## src/rtl/keypad_scanner.sv

```systemverilog
// keypad_scanner: row-scanned matrix keypad, whole-image debounce, event FIFO.
// Define KEYPAD_RELEASE_EVENTS_EN to also queue key-release events.
module keypad_scanner #(
  parameter int NROW       = 4,
  parameter int NCOL       = 4,
  parameter int KEYW       = 4,
  parameter int NSETTLE    = 10,
  parameter int NDEB       = 8,
  parameter int FIFO_DEPTH = 4
) (
  input  logic            i_clk,
  input  logic            i_rst,
  output logic [NROW-1:0] o_row,
  input  logic [NCOL-1:0] i_col,
  output logic            o_key_valid,
  output logic [KEYW-1:0] o_key_code,
  output logic            o_key_up,
  input  logic            i_key_ready,
  output logic            o_ovf
);

  localparam int NK = NROW * NCOL;
  localparam int RW = (NROW > 1) ? $clog2(NROW) : 1;
  localparam int SW = $clog2(NDEB);
  localparam int AW = (FIFO_DEPTH > 1) ? $clog2(FIFO_DEPTH) : 1;
  localparam int CW = AW + 1;

  localparam logic [RW-1:0]   LAST_ROW   = RW'(NROW - 1);
  localparam logic [KEYW-1:0] LAST_KEY   = KEYW'(NK - 1);
  localparam logic [SW-1:0]   STABLE_MAX = SW'(NDEB - 1);

  typedef enum logic [1:0] {
    S_DRIVE,
    S_SAMPLE,
    S_COMPARE,
    S_EMIT
  } state_e;

  state_e              state_q, state_d;
  logic                run_q;
  logic [RW-1:0]       row_q, row_d;
  logic [NSETTLE-1:0]  settle_q, settle_d;
  logic [KEYW-1:0]     key_q, key_d;
  logic [SW-1:0]       stable_q, stable_d;
  logic [NK-1:0]       new_img_q, new_img_d;
  logic [NK-1:0]       prev_img_q, prev_img_d;
  logic [NK-1:0]       deb_img_q, deb_img_d;
  logic [NROW-1:0]     row_out_q, row_out_d;
  logic [NCOL-1:0]     col_s1_q, col_s2_q;

  logic                key_img;
  logic                key_deb;
  logic                key_chg;
  logic                push;

  assign key_img = prev_img_q[key_q];
  assign key_deb = deb_img_q[key_q];

`ifdef KEYPAD_RELEASE_EVENTS_EN
  assign key_chg = key_img ^ key_deb;
`else
  assign key_chg = key_img & ~key_deb;
`endif

  always_ff @(posedge i_clk or posedge i_rst) begin
    if (i_rst) begin
      col_s1_q <= '1;
      col_s2_q <= '1;
    end else begin
      col_s1_q <= i_col;
      col_s2_q <= col_s1_q;
    end
  end

  always_ff @(posedge i_clk or posedge i_rst) begin
    if (i_rst) begin
      state_q    <= S_DRIVE;
      run_q      <= 1'b0;
      row_q      <= '0;
      settle_q   <= '0;
      key_q      <= '0;
      stable_q   <= '0;
      new_img_q  <= '0;
      prev_img_q <= '0;
      deb_img_q  <= '0;
      row_out_q  <= '1;
    end else begin
      state_q    <= state_d;
      run_q      <= 1'b1;
      row_q      <= row_d;
      settle_q   <= settle_d;
      key_q      <= key_d;
      stable_q   <= stable_d;
      new_img_q  <= new_img_d;
      prev_img_q <= prev_img_d;
      deb_img_q  <= deb_img_d;
      row_out_q  <= row_out_d;
    end
  end

  // The first cycle out of reset only loads the row drive, so row 0
  // is held for a full settle window like every other row.
  always_comb begin
    state_d    = state_q;
    row_d      = row_q;
    settle_d   = settle_q;
    key_d      = key_q;
    stable_d   = stable_q;
    new_img_d  = new_img_q;
    prev_img_d = prev_img_q;
    deb_img_d  = deb_img_q;
    push       = 1'b0;
    if (run_q) begin
      unique case (state_q)
        S_DRIVE: begin
          settle_d = settle_q + 1'b1;
          if (settle_q == '1) state_d = S_SAMPLE;
        end
        S_SAMPLE: begin
          new_img_d[int'(row_q)*NCOL +: NCOL] = ~col_s2_q;
          if (row_q == LAST_ROW) begin
            state_d = S_COMPARE;
          end else begin
            row_d   = row_q + 1'b1;
            state_d = S_DRIVE;
          end
        end
        S_COMPARE: begin
          row_d = '0;
          if (new_img_q != prev_img_q) begin
            prev_img_d = new_img_q;
            stable_d   = '0;
          end else if (stable_q != STABLE_MAX) begin
            stable_d = stable_q + 1'b1;
          end
          if (stable_d == STABLE_MAX && new_img_q != deb_img_q) begin
            state_d = S_EMIT;
            key_d   = '0;
          end else begin
            state_d = S_DRIVE;
          end
        end
        S_EMIT: begin
          push = key_chg;
          if (key_q == LAST_KEY) begin
            deb_img_d = prev_img_q;
            state_d   = S_DRIVE;
          end else begin
            key_d = key_q + 1'b1;
          end
        end
        default: state_d = S_DRIVE;
      endcase
    end
  end

  always_comb begin
    row_out_d = '1;
    if (state_d == S_DRIVE || state_d == S_SAMPLE) begin
      row_out_d = ~(NROW'(1) << row_d);
    end
  end

  assign o_row = row_out_q;

  logic [KEYW-1:0] code_mem_q [FIFO_DEPTH];
  logic [AW-1:0]   wr_q, rd_q;
  logic [CW-1:0]   cnt_q;
  logic            ovf_q;
  logic            full;
  logic            pop;
  logic            wr_en;

  assign o_key_valid = (cnt_q != '0);
  assign full        = (cnt_q == CW'(FIFO_DEPTH));
  assign pop         = o_key_valid & i_key_ready;
  // When full, a simultaneous pop frees the slot being written.
  assign wr_en       = push & (~full | pop);

  always_ff @(posedge i_clk or posedge i_rst) begin
    if (i_rst) begin
      wr_q  <= '0;
      rd_q  <= '0;
      cnt_q <= '0;
      ovf_q <= 1'b0;
    end else begin
      if (wr_en) wr_q <= wr_q + 1'b1;
      if (pop) rd_q <= rd_q + 1'b1;
      if (wr_en && !pop) cnt_q <= cnt_q + 1'b1;
      if (pop && !wr_en) cnt_q <= cnt_q - 1'b1;
      if (push && full && !pop) ovf_q <= 1'b1;
    end
  end

  always_ff @(posedge i_clk) begin
    if (wr_en) code_mem_q[wr_q] <= key_q;
  end

  assign o_key_code = o_key_valid ? code_mem_q[rd_q] : '0;
  assign o_ovf      = ovf_q;

`ifdef KEYPAD_RELEASE_EVENTS_EN
  logic up_mem_q [FIFO_DEPTH];

  always_ff @(posedge i_clk) begin
    if (wr_en) up_mem_q[wr_q] <= ~key_img;
  end

  assign o_key_up = o_key_valid & up_mem_q[rd_q];
`else
  assign o_key_up = 1'b0;
`endif

endmodule

```

## config.mk

```make
export PLATFORM = sky130hd
export DESIGN_NAME = keypad_scanner
export DESIGN_NICKNAME = d
export VERILOG_FILES = /design/src/rtl/keypad_scanner.sv
export SDC_FILE = /design/constraint.sdc
export NUM_CORES = 1
export LEC_CHECK = 0
export ABC_CLOCK_PERIOD_IN_PS = 3110
export CAP_MARGIN = 10
export CELL_PAD_IN_SITES_DETAIL_PLACEMENT = 0
export CELL_PAD_IN_SITES_GLOBAL_PLACEMENT = 1
export CORE_MARGIN = 8
export CORE_UTILIZATION = 28
export DETAILED_ROUTE_END_ITERATION = 10
export PLACE_DENSITY_LB_ADDON = 0.3
export SLEW_MARGIN = 20
export SYNTH_ARGS = -nofsm -noshare
export SYNTH_HDL_FRONTEND = slang
export SYNTH_SLANG_ARGS = --single-unit
```

## constraint.sdc

```tcl
create_clock -name i_clk -period 3.11 [get_ports i_clk]
set_clock_uncertainty 0.1 [all_clocks]
set_input_delay 0.4665 -clock i_clk [delete_from_list [all_inputs] [get_ports i_clk]]
set_output_delay 0.4665 -clock i_clk [all_outputs]
set_load 0.02 [all_outputs]
```

==> results of run 1 <==
==> through the flow <==
step	total power, mW	hold WS, ns	worst slack (ns)
6_report	2.955	0.2556	0.1498
5_1_grt	3.115	0.2584	0.01672
4_1_cts	3.012	0.2570	0.07917
3_5_place_dp	1.934	0.2469	0.08792
3_3_place_gp	1.925	0.2464	0.1818
2_1_floorplan	1.835	0.2452	0.07824
==> metal layers <==
layer	global-route usage, %	up-vias
met5	0	-
met4	2.828	0
met3	3.073	5
met2	14.98	45
met1	12.76	1687
li1	-	1617
==> worst register-to-register path, stage by stage, from the launching register on <==
cell and delay, ns:
dfrtp_2 0.43, clkbuf_2 0.17, o21ai_0 0.11, mux4_2 0.50, o211ai_2 0.22, nand3_1 0.12, fa_2 0.36, or2_2 0.30
mux2_2 0.26, a211o_1 0.29
==> kinds of logic (layout without fill, tap and decap cells) <==
group	count (synthesis)	in the layout	synth area share, %
buffers and inverters	33	63	3.065
muxes	42	42	10.10
DFF	106	106	52.17
and+or+nand+nor	133	133	13.97
xor gates and xnor gates	45	45	7.484
AOI/OAI and AO/OA	59	59	8.411
other	2	2	0.1426
adders and majority gates	19	19	4.657
==> cells in the final DEF (no fill, tap or decap), types with 5 or more instances in the layout <==
master / synthesis / final
buf_4: 1 / 9
dfrtp_1: 78 / 77
a21oi_1: 5 / 5
nand3_1: 14 / 14
inv_1: 20 / 19
nor2_1: 7 / 7
clkbuf_16: 0 / 9
xnor2_1: 27 / 27
nand3b_1: 7 / 7
o41ai_1: 12 / 12
dfstp_2: 12 / 12
xor2_1: 18 / 18
nand4_1: 13 / 13
nor4_1: 7 / 7
o21a_1: 6 / 6
ha_1: 18 / 18
and2_1: 11 / 11
nand2_1: 44 / 44
nand2b_1: 9 / 9
mux4_2: 5 / 5
mux2_2: 35 / 35
clkdlybuf4s50_1: 0 / 16
o21ai_0: 14 / 14
edfxtp_1: 16 / 16
==> report_power, final <==
group          leakage (nW)  switching (mW)  internal, mW
sequential             1.38          0.0978          1.48
clock                 0.129           0.504         0.550
combinational          1.09           0.162         0.158
total                  2.60           0.764          2.19
==> repair_timing <==
action,CTS,global route
resized for setup,0,3
setup endpoints to repair,0,1
buffers inserted,0,1
hold endpoints to repair,0,0
hold buffers,0,0
==> state kept, by name (all words and copies together), names as in the netlist <==
register / cells
col_s1_q: 4
code_mem_q: 16
deb_img_q: 16
wr_q: 2
rd_q: 2
col_s2_q: 4
new_img_q: 16
o_row: 4
cnt_q: 3
prev_img_q: 16
state_q: 2
stable_q: 3
o_ovf: 1
row_q: 2
key_q: 4
settle_q: 10
run_q: 1
==> area by class of cell <==
cell class,count,area [sq um]
clock inverter,3,23.77
fill,1831,12590
inverter,20,76.32
sequential,106,2749
multi-input combinational,300,2360
clock buffer,13,240.2
timing repair buffer,27,244.0
tap,234,292.8
==> final timing paths <==
path,cells after the start,end,start
max,9,cnt_q[2],key_q[0]
min,0,col_s2_q[0],col_s1_q[0]
max reg2reg,9,cnt_q[2],key_q[0]
min reg2reg,0,col_s2_q[0],col_s1_q[0]
max in group asynchronous,3,o_row[2],i_rst
min in group asynchronous,2,new_img_q[0],i_rst
==> results.json, run 1 <==
{
  "status": "finished, final reports clean",
  "stdcell_count": 703,
  "coreArea_sq_um": 18580,
  "drt-initial-drc-count": 173,
  "firstDrtPassIters": 6,
  "max_freq_ghz": 0.3378,
  "numPortBuffers": 16,
  "cp.arrival_ns": 3.10,
  "synth.most_common_cell": "dfrtp_1",
  "place_inst": 686,
  "final_layout_size_suffix_gt1_share_pct": 19.83,
  "wire_per_inst_microns": 15.42,
  "grt-ovfl-total": 0,
  "crit_family": "multiplexers",
  "cts_tree": "done",
  "postRouteAntennaNets": 0,
  "cts_max_level": 3,
  "setup_viol": 0,
  "gp_congestion": 0.7573,
  "route.met3.wl_microns": 365,
  "synth-main-ff-cell": "dfrtp_1",
  "avgSynthCellArea_sq_um": 12.00,
  "finalCritPeriodShare_pct": 95.18,
  "setup_tns_ns": 0,
  "powerDensity_nw_per_um2": 493.7,
  "num_antenna_cells": 0,
  "wl_microns": 10840,
  "synth_area_sq_um": 5266,
  "leakage_nw": 2.600,
  "synthArstFlopShare_pct": 84.91,
  "rrSetupSlack_ns": 0.15,
  "syn2layout_area_growth_pct": 13.66,
  "dpl.hpwl_microns": 7848,
  "final-hold-violation-count": 0,
  "dr_wl_met2_microns": 4979,
  "synth_top_area_share_pct": 37.06,
  "avgViaCountPerCell": 4.771,
  "initial_utilization_pct": 28.34,
  "hp-class": "reg2reg",
  "post-route-util_pct": 32.22,
  "slowest_delay_ns": 0.50,
  "chipHeight_microns": 153.1,
  "grt_pass1_vias": 3431,
  "start_kind": "flop",
  "synthTopCellsByCount": "dfrtp_1, nand2_1, mux2_2",
  "die_w_microns": 153.1,
  "vias": 3354,
  "antenna_found_initial": 0,
  "crit_type": "reg2reg",
  "wl_met1_microns": 5367,
  "end_kind": "flop",
  "fin_area_sq_um": 5986,
  "cp.required_ns": 3.25,
  "cts_buffers": 9,
  "synth-edff-count": 16,
  "drv_cap": 0,
  "rsz0062_at_grt": "no",
  "grt_max_degree": 27,
  "clkSinkCount": 106,
  "path_clk_slew_ns": 0.07,
  "final_nets": 490,
  "place_area_sq_um": 5709,
  "ys_warn_count": 0,
  "synth.net_count": 465,
  "relSlewSlack_pct": 27.96,
  "num_rows": 50,
  "worst-path-buf-inv": 1,
  "clock_latency_ns": 0.35,
  "cts_max_path_buffers": 2,
  "slew_violations": 0,
  "synth_cell_types": 60,
  "slowest_stage": "mux4_2",
  "drc_errors": 0,
  "dr.max_layer_used": "met4",
  "grt_usage_pct": 9.701,
  "netlist_instances": 439,
  "ioPinCount": 18,
  "ys_seq_elements": 106,
  "cts-root-buf": "clkbuf_16",
  "die-area_sq_um": 23450,
  "peakVddDrop_mv": 0.2313,
  "synth_top_area_cell": "dfrtp_1",
  "grt_pass1_wl_microns": 18210,
  "crit_chain": "clkbuf_2, o21ai_0, mux4_2, o211ai_2, nand3_1, fa_2, or2_2, mux2_2, a211o_1",
  "synth_area_leaders": "dfrtp_1, edfxtp_1, mux2_2",
  "period_needed_ns": 2.960,
  "seq_area_frac_synth_pct": 52.17,
  "critPathMaxFanout": 6,
  "tightest_slew_ns": 1.079
}
Power figures use the tool's default switching activity.
==> run 2: changes to the inputs <==
- GPL_TIMING_DRIVEN: default -> 0
==> run 2 against run 1 <==
Against the previous run:
- routed wire length is 1.0% higher
- cell area is 1.7% higher
- combinational power is 12% higher
- highest routed layer unchanged
==> results.json, run 2 (synthesized netlist as in run 1, its figures left out) <==
{
  "status": "finished, final reports clean",
  "final_nets": 498,
  "period_needed_ns": 2.954,
  "antenna_found_initial": 0,
  "path_clk_slew_ns": 0.07,
  "rsz0062_at_grt": "no",
  "relSlewSlack_pct": 57.59,
  "powerDensity_nw_per_um2": 490.2,
  "num_antenna_cells": 0,
  "slowest_stage": "mux4_2",
  "grt_pass1_wl_microns": 18490,
  "layout_commonest_cell": "dfrtp_1",
  "wire_per_inst_microns": 15.40,
  "avgViaCountPerCell": 4.636,
  "num_rows": 50,
  "drv_cap": 0,
  "end_kind": "flop",
  "cts_buffers": 9,
  "die-area_sq_um": 23450,
  "cp.arrival_ns": 3.09,
  "crit_chain": "buf_12, nand3b_1, o21ai_2, mux4_2, o211ai_2, buf_6, nand3_2, fa_2, or2_4, mux2_2, a211o_1",
  "tightest_slew_ns": 0.6295,
  "crit_type": "reg2reg",
  "setup_viol": 0,
  "numPortBuffers": 16,
  "firstDrtPassIters": 4,
  "layout_common_cells": "dfrtp_1, nand2_1, mux2_2",
  "grt_max_degree": 63,
  "grt_pass1_vias": 3464,
  "hp-class": "reg2reg",
  "cts-root-buf": "clkbuf_16",
  "critPathMaxFanout": 6,
  "wl_microns": 10950,
  "hold_buffers": 0,
  "grt-ovfl-total": 0,
  "die_w_microns": 153.1,
  "start_kind": "flop",
  "clkSinkCount": 106,
  "clock_latency_ns": 0.35,
  "ioPinCount": 18,
  "max_freq_ghz": 0.3386,
  "power_mw": 2.983,
  "slowest_delay_ns": 0.49,
  "grt_usage_pct": 9.871,
  "vias": 3296,
  "cp.required_ns": 3.25,
  "coreArea_sq_um": 18580,
  "slew_violations": 0,
  "worst_hold_slack_ns": 0.2567,
  "drc_errors": 0,
  "finalCritPeriodShare_pct": 94.98,
  "dpl.hpwl_microns": 7748,
  "chipHeight_microns": 153.1,
  "final_layout_size_suffix_gt1_share_pct": 20.96,
  "gp_congestion": 0.7566,
  "cts_max_level": 3,
  "drt-initial-drc-count": 154,
  "final-hold-violation-count": 0,
  "postRouteAntennaNets": 0,
  "cts_max_path_buffers": 2,
  "cts_tree": "done",
  "initial_utilization_pct": 28.34,
  "leakage_nw": 2.642,
  "peakVddDrop_mv": 0.2539,
  "syn2layout_area_growth_pct": 15.54
}
## run 2: cell types whose count changed in the layout (fill, tap and decap cells not counted), sizes merged
cell    change
buf         +4
clkbuf      +3
inv         +1
## run 2: worst max-delay path, delay by kind of cell (launching register included)
| kind | cells | cell delay, ns |
|---|---|---|
| adders and majority gates | 1 | 0.37 |
| AOI/OAI and AO/OA | 3 | 0.52 |
| and+or+nand+nor | 3 | 0.41 |
| buffers and inverters | 2 | 0.27 |
| DFF | 1 | 0.42 |
| muxes | 2 | 0.75 |
## run 2: worst paths after layout
path | from | to | slack, ns | cells after the start
max | key_q[0] | cnt_q[2] | 0.16 | 11
min | col_s1_q[1] | col_s2_q[1] | 0.26 | 0
max reg2reg | key_q[0] | cnt_q[2] | 0.16 | 11
min reg2reg | col_s1_q[1] | col_s2_q[1] | 0.26 | 0
max in group asynchronous | i_rst | key_q[0] | 1.94 | 3
min in group asynchronous | i_rst | new_img_q[13] | 0.35 | 2
## run 2: metal layers
layer	wire (microns)	vias up	share of wire, %	global-route usage (%)
li1	-	1633	-	-
met1	5381	1619	49	12.66
met5	0	-	0	0
met3	307	10	2.8	2.847
met4	144	0	1.3	3.252
met2	5116	34	47	15.68
## run 2: timing repair
action | in CTS | in global routing
cloned | 0 | 0
endpoints found under the hold margin | 0 | 0
setup buffers | 6 | 0
endpoints found under the setup margin | 1 | 1
pin swaps | 2 | 3
resized for setup | 8 | 1
## run 2: area by class of cell
class	count	area (sq um)
buffer	12	77.57
clock buffer	12	236.5
clock inverter	4	28.78
fill	1857	12500
inverter	20	80.08
multi-input combinational	300	2375
sequential	106	2749
tap	234	292.8
timing repair buffer	23	245.2
## run 2: stage by stage
stage	setup TNS, ns	area, sq um	util, %	cells	setup slack (ns)
finish	0	6085	32.75	711	0.1562
global route	0	6085	32.75	711	0.002923
CTS	0	6082	32.73	711	0.03067
detailed placement	-0.3242	5752	30.96	690	-0.3242
global placement	-102.41	5719	30.78	689	-1.261
floorplan	0	5266	-	439	0.07824
## run 2: power breakdown
group | switching (mW) | total [mW] | internal [mW]
sequential | 0.0812 | 1.56 | 1.48
combinational | 0.189 | 0.358 | 0.169
clock | 0.512 | 1.06 | 0.548
total | 0.782 | 2.98 | 2.20
==> run 3: changes to the inputs <==
- ABC_AREA: default -> 1
==> run 3 against run 2 <==
Against the previous run:
- core utilization down 0.085 points
- sequential cell count is the same
- global-route usage grew 1.9 points
- final cell count is 39% higher
- highest routed layer unchanged
==> results.json, run 3 <==
{
  "status": "finished, final reports clean",
  "gp_congestion": 0.7784,
  "cts_tree": "done",
  "synth_area_sq_um": 5525,
  "cp.required_ns": 2.54,
  "wl_microns": 13400,
  "coreArea_sq_um": 19400,
  "grt-ovfl-total": 0,
  "layout_commonest_cell": "nand2_1",
  "synth-edff-count": 16,
  "relSlewSlack_pct": 53.94,
  "die_w_microns": 156.5,
  "setup_tns_ns": 0,
  "ys_warn_count": 0,
  "cp.arrival_ns": 2.13,
  "rsz0062_at_grt": "no",
  "max_freq_ghz": 0.3715,
  "start_kind": "flop",
  "synth.most_common_cell": "nand2_1",
  "cts_resized": 0,
  "setup_viol": 0,
  "chipHeight_microns": 156.5,
  "layout_common_cells": "nand2_1, inv_1, nor2_1",
  "cts-root-buf": "clkbuf_16",
  "end_kind": "output port",
  "vias": 4321,
  "hold_buffers": 0,
  "final_layout_size_suffix_gt1_share_pct": 9.129,
  "slowest_stage": "clkdlybuf4s50_1",
  "hp-class": "reg2reg",
  "post-route-util_pct": 32.66,
  "grt_pass1_wl_microns": 22340,
  "leakage_nw": 2.940,
  "synth.net_count": 716,
  "final-hold-violation-count": 0,
  "grt_max_degree": 53,
  "avgViaCountPerCell": 4.373,
  "peakVddDrop_mv": 0.3809,
  "synthTopCellsByCount": "nand2_1, inv_1, nor2_1",
  "antenna_found_initial": 0,
  "crit_type": "reg2out",
  "synth-main-ff-cell": "dfrtp_1",
  "powerDensity_nw_per_um2": 699.9,
  "finalCritPeriodShare_pct": 86.56,
  "synth_top_area_cell": "dfrtp_1",
  "initial_utilization_pct": 28.48,
  "dpl.hpwl_microns": 9836,
  "syn2layout_area_growth_pct": 14.67,
  "slowest_delay_ns": 0.54,
  "avgSynthCellArea_sq_um": 8.008,
  "stdcell_count": 988,
  "synth_top_area_share_pct": 35.33,
  "rr_worst_depth": 15,
  "final_nets": 744,
  "setup_slack_ns": 0.4180,
  "worst_hold_slack_ns": 0.2576,
  "pre_cts_slack_ns": 0.4271,
  "grt_usage_pct": 11.72,
  "drv_cap": 0,
  "post_cts_buffers": 0,
  "slew_violations": 0,
  "clock_latency_ns": 0.35,
  "seq_area_frac_synth_pct": 49.73,
  "drt-initial-drc-count": 257,
  "cts_buffers": 9,
  "numPortBuffers": 16,
  "grt_pass1_vias": 4344,
  "ioPinCount": 18,
  "tightest_slew_ns": 0.6910,
  "netlist_instances": 690,
  "synth_cell_types": 34,
  "num_rows": 51,
  "cts_max_level": 3,
  "firstDrtPassIters": 4,
  "hold_depth": 0,
  "wire_per_inst_microns": 13.57,
  "crit_chain": "clkbuf_1, inv_1, o21ai_0, a21oi_1, clkdlybuf4s50_1",
  "path_clk_slew_ns": 0.08,
  "ys_seq_elements": 106,
  "synth_area_leaders": "dfrtp_1, nand2_1, edfxtp_1",
  "clkSinkCount": 106,
  "critPathMaxFanout": 10,
  "postRouteAntennaNets": 0,
  "die-area_sq_um": 24480,
  "num_antenna_cells": 0,
  "period_needed_ns": 2.692,
  "drc_errors": 0,
  "place_inst": 972,
  "cts_max_path_buffers": 2,
  "synthArstFlopShare_pct": 84.91
}
[run 3: kinds of logic after synthesis]
logic type	synth area share, %
adders and majority gates	4.438
buffers and inverters	8.243
DFF	49.73
xor gates and xnor gates	2.853
and+or+nand+nor	26.09
other	0.1359
muxes	0.2038
AOI/OAI and AO/OA	8.311
[run 3: report_power, final]
group / internal (mW) / switching (mW) / total (mW)
combinational: 0.554 / 0.969 / 1.52
sequential: 1.61 / 0.187 / 1.80
clock: 0.560 / 0.554 / 1.11
total: 2.72 / 1.71 / 4.43
[run 3: routing by layer]
metal	up-vias	share of wire, %	global-route usage, %	routed length [microns]
met5	-	0	0	0
met3	9	3.4	2.096	460
li1	2211	-	-	-
met1	2040	49	15.45	6531
met2	61	46	18.89	6225
met4	0	1.4	4.211	187
[run 3: final cells by class]
type,count,area (sq um)
repair buffers,17,187.7
clock inverters,7,61.31
plain buffers,12,82.58
fillers,2096,13060
well taps,265,331.6
flip-flops and latches,106,2748
clock buffers,9,225.2
inverters,98,377.9
multi-input cells,474,2322
[run 3: path summary, 6_finish.rpt]
kind / start / end / slack, ns
setup / recovery: rd_q[0] / o_key_code[2] / 0.42
hold reg to reg: col_s1_q[3] / col_s2_q[3] / 0.26
max in group asynchronous: i_rst / col_s1_q[3] / 1.88
min in group asynchronous: i_rst / cnt_q[2] / 0.38
hold / removal: col_s1_q[3] / col_s2_q[3] / 0.26
setup reg to reg: key_q[1] / cnt_q[2] / 0.42
[run 3: worst max-delay path: cells and delay by family, from the launching register on]
kind | cells | cell delay [ns]
flip-flops | 1 | 0.32
AO/OA/AOI/OAI | 2 | 0.34
buffers and inverters | 3 | 1.10
[run 3: stage by stage]
| stage | total power, mW | instance area [sq um] |
|---|---|---|
| CTS | 4.511 | 6336 |
| global placement | 3.321 | 6017 |
| floorplan | 2.861 | 5525 |
| detailed placement | 3.371 | 6050 |
| global route | 4.785 | 6336 |
| finish | 4.435 | 6336 |
